### config.mk
export PLATFORM = sky130hd
export DESIGN_NAME = serial_addsub_3bit
export DESIGN_NICKNAME = d
export VERILOG_FILES = /design/src/rtl/serial_addsub_3bit.sv
export SDC_FILE = /design/constraint.sdc
export NUM_CORES = 1
export LEC_CHECK = 0
export ABC_AREA = 1
export CAP_MARGIN = 20
export CELL_PAD_IN_SITES_DETAIL_PLACEMENT = 1
export CELL_PAD_IN_SITES_GLOBAL_PLACEMENT = 1
export CORE_MARGIN = 1.5
export CORE_UTILIZATION = 37
export DETAILED_ROUTE_END_ITERATION = 16
export GPL_TIMING_DRIVEN = 0
export MAX_ROUTING_LAYER = met4
export PLACE_DENSITY_LB_ADDON = 0.1
export SETUP_SLACK_MARGIN = 0.05
export SYNTH_ARGS = -nofsm -noshare
export SYNTH_HDL_FRONTEND = slang
export SYNTH_SLANG_ARGS = --single-unit
export TNS_END_PERCENT = 1
### constraint.sdc
create_clock -name clk -period 1.76 [get_ports clk]
set_input_delay 0.264 -clock clk [delete_from_list [all_inputs] [get_ports clk]]
set_output_delay 0.264 -clock clk [all_outputs]
set_load 0.02 [all_outputs]
### src/rtl/serial_addsub_3bit.sv
// Digit-serial adder/subtractor: one 3-bit carry-lookahead digit per clock, LSB first,
// with the carry held in a register between digits and valid/ready on both sides.

module cla3 (
  input  logic [2:0] a,
  input  logic [2:0] b,
  input  logic       cin,
  output logic [2:0] s,
  output logic [2:0] c
);
  logic [2:0] g, p;
  always_comb begin
    g    = a & b;
    p    = a ^ b;
    c[0] = g[0] | (p[0] & cin);
    c[1] = g[1] | (p[1] & g[0]) | (p[1] & p[0] & cin);
    c[2] = g[2] | (p[2] & g[1]) | (p[2] & p[1] & g[0]) | (p[2] & p[1] & p[0] & cin);
    s    = p ^ {c[1], c[0], cin};
  end
endmodule

module serial_addsub_3bit #(
  parameter int WIDTH = 12
) (
  input  logic             clk,
  input  logic             rst_n,
  input  logic             in_valid,
  output logic             in_ready,
  input  logic [WIDTH-1:0] a,
  input  logic [WIDTH-1:0] b,
  input  logic             sub,
  output logic             out_valid,
  input  logic             out_ready,
  output logic [WIDTH-1:0] result,
  output logic             c_out,
  output logic             borrow,
  output logic             ovf,
  output logic             zero
);
  localparam int NDIG = WIDTH / 3;
  localparam int CW   = (NDIG > 1) ? $clog2(NDIG) : 1;
  localparam logic [CW-1:0] LAST = CW'(NDIG - 1);

  typedef enum logic [1:0] {IDLE, RUN, DONE} state_t;
  state_t state, state_nx;

  logic [WIDTH-1:0] a_reg, b_reg, res_nx;
  logic             carry, sub_reg;
  logic [CW-1:0]    cnt;
  logic [2:0]       s, c;
  logic             accept, last;

  cla3 u_cla (.a(a_reg[2:0]), .b(b_reg[2:0]), .cin(carry), .s(s), .c(c));

  assign in_ready  = (state == IDLE);
  assign out_valid = (state == DONE);
  assign accept    = in_valid & in_ready;
  assign last      = (cnt == LAST);
  // Digit sums enter from the top so the LSB digit ends up at bit 0 after NDIG shifts.
  assign res_nx    = {s, result[WIDTH-1:3]};

  always_ff @(posedge clk or negedge rst_n) begin
    if (!rst_n) state <= IDLE;
    else        state <= state_nx;
  end

  always_comb begin
    state_nx = state;
    case (state)
      IDLE:    if (in_valid) state_nx = RUN;
      RUN:     if (last)     state_nx = DONE;
      DONE:    if (out_ready) state_nx = IDLE;
      default: state_nx = IDLE;
    endcase
  end

  always_ff @(posedge clk or negedge rst_n) begin
    if (!rst_n) begin
      a_reg   <= '0;
      b_reg   <= '0;
      carry   <= 1'b0;
      sub_reg <= 1'b0;
      cnt     <= '0;
      result  <= '0;
      c_out   <= 1'b0;
      borrow  <= 1'b0;
      ovf     <= 1'b0;
      zero    <= 1'b0;
    end else if (accept) begin
      // Subtract as A + ~B + 1: the +1 rides in on the initial carry.
      a_reg   <= a;
      b_reg   <= sub ? ~b : b;
      carry   <= sub;
      sub_reg <= sub;
      cnt     <= '0;
    end else if (state == RUN) begin
      a_reg  <= a_reg >> 3;
      b_reg  <= b_reg >> 3;
      result <= res_nx;
      carry  <= c[2];
      cnt    <= cnt + 1'b1;
      if (last) begin
        c_out  <= c[2];
        ovf    <= c[1] ^ c[2];
        borrow <= sub_reg & ~c[2];
        zero   <= (res_nx == '0);
      end
    end
  end
endmodule

# Word-level counts from Yosys, hierarchy flattened
# Index checks and enable logic that the tools add are counted.
word_totals:
  output_inout_bits: 18
  reg_bits: 46
  word_cells: 61
  inputBits: 29
classes:
  add_sub_neg: 1
  n_eq_ne: 6
  muxes: 13
  n_bitwise: 24
  n_reduce_logical: 6
op_table:
  columns: ["operator", "count"]
  rows:
  - ["two-way mux 12 bit", 5]
  - ["logical NOT 12 bit", 1]
  - ["inverter 12 bit", 1]
  - ["bitwise AND 1 bit", 11]
  - ["two-way mux 2 bit", 5]
  - ["bitwise OR 1 bit", 6]
  - ["one-hot mux 2 bit (3 select lines)", 1]
  - ["AND reduction 3 bit", 2]
  - ["bitwise XOR 3 bit", 2]
  - ["equality test 2 bit, second input constant", 2]
  - ["!= test 2 bit, second input constant", 2]
  - ["bitwise AND 3 bit", 1]
  - ["adder 2 x 1 -> 2 bit, second input constant", 1]
  - ["equality test 2 x 1 -> 1 bit, second input constant", 1]
  - ["logical NOT 2 bit", 1]
  - ["two-way mux 1 bit", 2]
  - ["!= test 2 x 1 -> 1 bit, second input constant", 1]
  - ["inverter 1 bit", 2]
  - ["AND reduction 2 bit", 1]
  - ["nonzero test 2 bit", 1]
  - ["bitwise XOR 1 bit", 1]

# Logic depth before layout (Yosys ltp)
# Gate-level depths: netlist (run 1).
logic_depth:
  depth_word: 7
  depth_mapped: 8
  mapped_depth_nobuf: 8

# Cells and area by module
# Synthesis (run 1) repeated with hierarchy kept, for this count alone.
unflattened:
  hier_cells: 268
  hier_area_um2: 2279.7
modules_own_cells:
  columns: ["module", "area_each_um2", "seq_area_each_um2", "instances", "cells_per_inst"]
  rows:
  - ["serial_addsub_3bit", 2138.3, 1151.1, 1, 246]
  - ["cla3", 141.4, 0.0, 1, 22]

# Worst setup path after synthesis (run 1)
# No wires, ideal clock.
synth_timing:
  kind: "register to register"
  start: "reg a_reg[0]"
  end: "reg zero"
  t_required_ns: 1.695
  stages_incl_launch_ff: 9
  n_path_buf: 0
  period_less_slack_ns: 1.357
  t_arrival_ns: 1.292
  setup_time_ns: 0.065
  slack_ns: 0.403
  cell_sequence: "dfrtp_1 inv_1 fa_1 inv_1 nor2_1 nand3_1 nor2_1 nand3_1 nand2_1"
synth_via:
  elab_chain_len: 6
  word_cells_on_any_way: 11
  classes_between: "bitwise (10); reduce/logical (1)"
synth_rtl:
  columns: ["item", "line", "source"]
  rows:
  - ["from (decl)", "47", "logic [WIDTH-1:0] a_reg, b_reg, res_nx;"]
  - ["from (signal assigned)", "97", "a_reg <= a_reg >> 3;"]
  - ["bitwise AND 3 bit or bitwise XOR 3 bit (tied branches)", "13, 14", null]
  - ["bitwise AND 1 bit", "16", "c[1] = g[1] | (p[1] & g[0]) | (p[1] & p[0] & cin);"]
  - ["bitwise OR 1 bit or bitwise AND 1 bit (tied branches)", "16", null]
  - ["bitwise OR 1 bit", "16", null]
  - ["bitwise XOR 3 bit (*)", "18", "s = p ^ {c[1], c[0], cin};"]
  - ["logical NOT 12 bit (*)", "106", "zero <= (res_nx == '0);"]
  - ["to (signal assigned)", "106", null]
  - ["to (decl)", "38", "output logic zero"]
# Every way passes the cells marked *; elsewhere a longest branch is shown, timed or not.
# A chain may end at the register's enable or synchronous reset.

# Worst setup path after layout (run 1)
layout_timing:
  start: "reg result[11]"
  end: "out result[11]"
layout_lines:
  columns: ["item", "line", "source"]
  rows:
  - ["from (decl)", "34", "output logic [WIDTH-1:0] result,"]
  - ["from (signal assigned)", "99", "result <= res_nx;"]
# No word-level cell between the ends.

==> flow_metrics.tcl, run 1 <==
set metrics [dict create \
    clk_path_buf_depth 2 \
    grt_use_met2_pct 31.18 \
    r2r_cells 8 \
    place_congestion 0.8089 \
    worstPathArrival_ps 1340 \
    period_share_pct 91.36 \
    nets 338 \
    required_ps 1500 \
    synth_edf_count 0 \
    numPortBuffers 45 \
    leakage_nw 1.388 \
    path_cells "clkdlybuf4s50_1" \
    synthFlopType "dfrtp_1" \
    worst_setup_path_start_kind "flip-flop" \
    power.switching_mw 2.281 \
    dpl.hpwl_microns 3859 \
    ys_top_cells_by_area "dfrtp_1, nand2_1, xnor2_1" \
    antenna_cells 0 \
    p_sw_share_pct 43.28 \
    yosysMostFrequentCell "nand2_1" \
    grt_util_met1_pct 22.75 \
    fin_total_pwr_mw 5.271 \
    wire_per_inst_microns 13.58 \
    ant_nets 0 \
    synth_area_sq_um 2198 \
    post-route-util_pct 50.94 \
    drive_gt1_share_pct 10.49 \
    synth_seq_cells 46 \
    fp.dieH_microns 80.08 \
    p_int_mw 2.989 \
    placed_area_sq_um 2754 \
    worst_slew_pin_slew_ps 369.7 \
    dr.pass1.iters 4 \
    overflow 0 \
    cp_max_fo 4 \
    seq_power_share_pct 35.5 \
    clkSinkCount 46 \
    cp_top_family "buffers and inverters" \
    grt-busiest-layer "met2" \
    met3_usage_pct 4.545 \
    drv_cap 0 \
    syn2layout_area_growth_pct 29.94 \
    yosysTopAreaCell "dfrtp_1" \
    totalWireLength_microns 5121 \
    synth_common_cells "nand2_1, dfrtp_1, nand3_1" \
    core-area_sq_um 5608 \
    cp_num_buf_inv 1 \
    skew_ps 9.196 \
    yosysSeqAreaShare_pct 52.36 \
    postSynthCellCount 250 \
    initialDrtViolationCount 70 \
    synth_warnings 0 \
    path_clk_slew_ps 80 \
    grt_pass1_vias 1954 \
    synthArstFlopShare_pct 100.0 \
    std_cell_rows 27 \
    yosysUniqueCellTypes 25 \
    htreeDepth 2 \
    power.density_nw_per_um2 1845 \
    clockPowerShare_pct 12.8 \
    cts_tree "built" \
    drv_slew 0 \
    p_comb_share_pct 51.7 \
    post_cts_buffers 0 \
    track_usage_pct 19.01 \
    syn_avg_cell_area_sq_um 8.793 \
    setup_viol 0 \
    critical-path-max-stage-delay_ps 630 \
    min_path_type "primary input to flip-flop" \
    rsz0062_at_grt "false" \
    fill_cells 674 \
    grt_pass1_wl_microns 9025 \
    end_kind "output pin" \
    grt_max_degree 33 \
    peakVddDrop_v 0.0006623 \
    yosys.area.top_type_share_pct 52.36 \
    worstHoldPathCells 3 \
    routed_via_density 4.873 \
    relSlewSlack_pct 75.35 \
    fmaxAchievable_ghz 0.6219 \
    min_period_ps 1608 \
    antenna_found_initial 0 \
    crit_type "flip-flop to output pin" \
    run_status "finished, final reports clean" \
    finalHoldViolations 0 \
    worst_skew_pair.late_latency_ps 310 \
    syn_nets 284 \
    initial_core_util_pct 39.20 \
    design_area_sq_um 2856 \
    path_depth 1 \
    numCtsBuffers 5 \
    drcViolationCount 0 \
    dieArea_sq_um 6413 \
    worst_path_max_delay_cell "clkdlybuf4s50_1" \
    via_count 1837 \
    pin_count 47 \
    die_x_microns 80.08 \
    root_buffer "clkbuf_8" \
]
[stage by stage]
step | hold slack [ps] | instances | setup slack (ps) | setup TNS (ps)
finish | 338.0 | 377 | 152.0 | 0
global route | 364.1 | 377 | 110.9 | 0
CTS | 335.3 | 377 | 38.26 | 0
detailed placement | 201.2 | 368 | 263.0 | 0
global placement | 456.5 | 367 | -936.8 | -42970
floorplan | -31.59 | 250 | 403.0 | 0
[worst paths after layout]
check / to / startpoint / slack (ps)
max: result[11] / result[11] / 150
min: b_reg[2] / sub / 340
max reg2reg: zero / a_reg[0] / 240
min reg2reg: a_reg[10] / a_reg[10] / 480
max in group asynchronous: b_reg[2] / rst_n / 870
min in group asynchronous: result[1] / rst_n / 400
[timing repair]
| action | CTS | global route |
|---|---|---|
| setup endpoints to repair | 2 | 1 |
| hold buffers | 1 | 0 |
| gates cloned | 0 | 0 |
| endpoints found under the hold margin | 14 | 0 |
| resized for setup | 1 | 1 |
[kinds of logic after synthesis]
kind of cell	after synthesis	share of synthesized area, %
AOI/OAI and AO/OA	25	8.025
xor gates and xnor gates	12	4.781
adders and majority gates	5	3.187
buffers and inverters	27	6.488
DFF	46	52.36
and+or+nand+nor	135	25.16
[per-layer routing]
| layer | wire length, microns | vias to the layer above |
|---|---|---|
| met5 | 0 | - |
| met4 | 102 | 0 |
| met3 | 225 | 11 |
| met2 | 2520 | 39 |
| met1 | 2272 | 887 |
| li1 | - | 900 |
[worst min-delay path: stages]
cell and delay [ps]:
buf_2 130, xnor2_1 120, o211ai_1 70
[power by group through the flow]
stage          logic, mW  registers [mW]  clock network (mW)
4_1_cts             2.79            1.88               0.702
3_5_place_dp        2.78            1.90                   0
5_1_grt             3.09            1.95               0.738
3_3_place_gp        2.69            1.88                   0
2_1_floorplan       1.66            2.01                   0
6_report            2.73            1.87               0.672
[final cells by class]
class | instances | area (sq um) | share of cell area (%)
tap | 72 | 90.09 | 3.154
clock inverter | 1 | 5.005 | 0.1752
clock buffer | 7 | 86.33 | 3.022
timing repair buffer | 47 | 476.7 | 16.69
buffer | 10 | 76.32 | 2.672
inverter | 17 | 66.31 | 2.322
multi-input combinational | 177 | 904.6 | 31.67
sequential | 46 | 1151 | 40.30
[placed cells by master, fill, tap and decap left out, drive strengths merged, types with 10 or more instances in the layout]
master / instances
nand2: 106
dfrtp: 46
clkdlybuf4s50: 42
nand3: 17
inv: 17
buf: 12
xnor2: 11
nor2: 11
o211ai: 11
o21ai: 10
Note: power is estimated with default switching activity, not from simulation.
==> inputs of run 2 (changes only) <==
--- a/config.mk
+++ b/config.mk
@@ -8,9 +8,10 @@
 export ABC_AREA = 1
 export CAP_MARGIN = 20
 export CELL_PAD_IN_SITES_DETAIL_PLACEMENT = 1
-export CELL_PAD_IN_SITES_GLOBAL_PLACEMENT = 1
+export CELL_PAD_IN_SITES_GLOBAL_PLACEMENT = 2
+export CORE_ASPECT_RATIO = 0.6
 export CORE_MARGIN = 1.5
-export CORE_UTILIZATION = 37
+export CORE_UTILIZATION = 32
 export DETAILED_ROUTE_END_ITERATION = 16
 export GPL_TIMING_DRIVEN = 0
 export MAX_ROUTING_LAYER = met4
==> constraint.sdc (replaced) <==
create_clock -name clk -period 2.1 [get_ports clk]
set_input_delay 0.315 -clock clk [delete_from_list [all_inputs] [get_ports clk]]
set_output_delay 0.315 -clock clk [all_outputs]
set_load 0.02 [all_outputs]
==> flow_metrics.tcl, run 2 (same netlist as run 1, synthesis figures left out) <==
set metrics [dict create \
    run_status "finished, final reports clean" \
    leakage_nw 1.385 \
    place_congestion 0.7200 \
    cts_resized 0 \
    layout_commonest_cell "nand2_1" \
    numPortBuffers 45 \
    track_usage_pct 16.55 \
    syn2layout_area_growth_pct 32.44 \
    worst_setup_path_start_kind "flip-flop" \
    relSlewSlack_pct 63.14 \
    post_cts_buffers 0 \
    min_path_type "primary input to async pin" \
    design_area_sq_um 2912 \
    core-area_sq_um 6648 \
    initial_core_util_pct 33.07 \
    drv_slew 0 \
    clkSinkCount 46 \
    crit_type "flip-flop to output pin" \
    numCtsBuffers 5 \
    end_kind "output pin" \
    cp_max_fo 4 \
    grt_pass1_vias 1750 \
    drv_cap 0 \
    fin_total_pwr_mw 4.658 \
    antenna_found_initial 0 \
    preCtsSetupSlack_ps 564.4 \
    routed_via_density 4.509 \
    min_period_ps 1819 \
    pin_count 47 \
    rrSetupSlack_ps 570 \
    whs_ps 18.68 \
    wire_per_inst_microns 13.61 \
    via_count 1754 \
    period_share_pct 86.60 \
    r2r_cells 8 \
    htreeDepth 2 \
    rsz0062_at_grt "false" \
    placed_area_sq_um 2773 \
    root_buffer "clkbuf_16" \
    placed_cells 383 \
    r2r_end "zero" \
    setup_tns_ps 0 \
    totalWireLength_microns 5295 \
    nets 337 \
    power.density_nw_per_um2 1600 \
    initialDrtViolationCount 44 \
    grt_pass1_wl_microns 8859 \
    antenna_cells 0 \
    peakVddDrop_v 0.0004717 \
    drcViolationCount 0 \
    path_clk_slew_ps 60 \
    final_cells 389 \
    clk_path_buf_depth 2 \
    fill_cells 782 \
    finalHoldViolations 0 \
    worstPathArrival_ps 1500 \
    skew_ps 3.151 \
    required_ps 1780 \
    cts.hold.buffers_added 0 \
    dieArea_sq_um 7392 \
    ant_nets 0 \
    fp.dieH_microns 67.20 \
    r2r_start "a_reg[0]" \
    grt_max_degree 25 \
    setup_viol 0 \
    fmaxAchievable_ghz 0.5499 \
    layout_common_cells "nand2_1, dfrtp_1, clkdlybuf4s50_1" \
    dr.pass1.iters 4 \
    overflow 0 \
    worst_skew_pair.late_latency_ps 280 \
    post-route-util_pct 43.80 \
    worst_slew_pin_slew_ps 552.9 \
    drive_gt1_share_pct 10.26 \
    cts_tree "built" \
    dpl.hpwl_microns 4019 \
    setup_ws_ps 281.5 \
    die_x_microns 110.0 \
    std_cell_rows 23 \
]
run 2: critical path: stages (launching register included):
cell             delay, ps
dfrtp_1                420
nor2_2                 180
clkdlybuf4s50_1        630
run 2: power breakdown:
part | internal (mW) | switching [mW]
clock network | 0.460 | 0.296
registers | 1.31 | 0.288
logic | 0.944 | 1.36
run 2: routing by layer:
metal / routed length, microns / GRT usage [%] / up-vias
met5: 0 / - / -
met4: 23 / 2.922 / 0
met3: 216 / 3.764 / 4
met2: 2097 / 22.44 / 31
met1: 2957 / 25.06 / 822
li1: - / - / 897
run 2: worst max path at each step:
stage / slack (ps) / endpoint / depth (start not counted) / start
floorplan: 740 / zero / 8 / a_reg[0]
global placement: -690 / b_reg[5] / 1 / rst_n
detailed placement: 560 / in_ready / 2 / state[0]
CTS: 260 / in_ready / 2 / state[0]
global route: 200 / in_ready / 2 / state[0]
finish: 280 / in_ready / 2 / state[0]
run 2: final cells by class:
| cell class | count | area (sq um) | area share (%) |
|---|---|---|---|
| Buffer | 10 | 76.32 | 2.621 |
| Clock buffer | 6 | 138.9 | 4.770 |
| Inverter | 17 | 66.31 | 2.278 |
| Multi-Input combinational cell | 177 | 904.6 | 31.07 |
| Sequential cell | 46 | 1151 | 39.54 |
| Tap cell | 87 | 108.9 | 3.739 |
| Timing Repair Buffer | 46 | 465.4 | 15.99 |
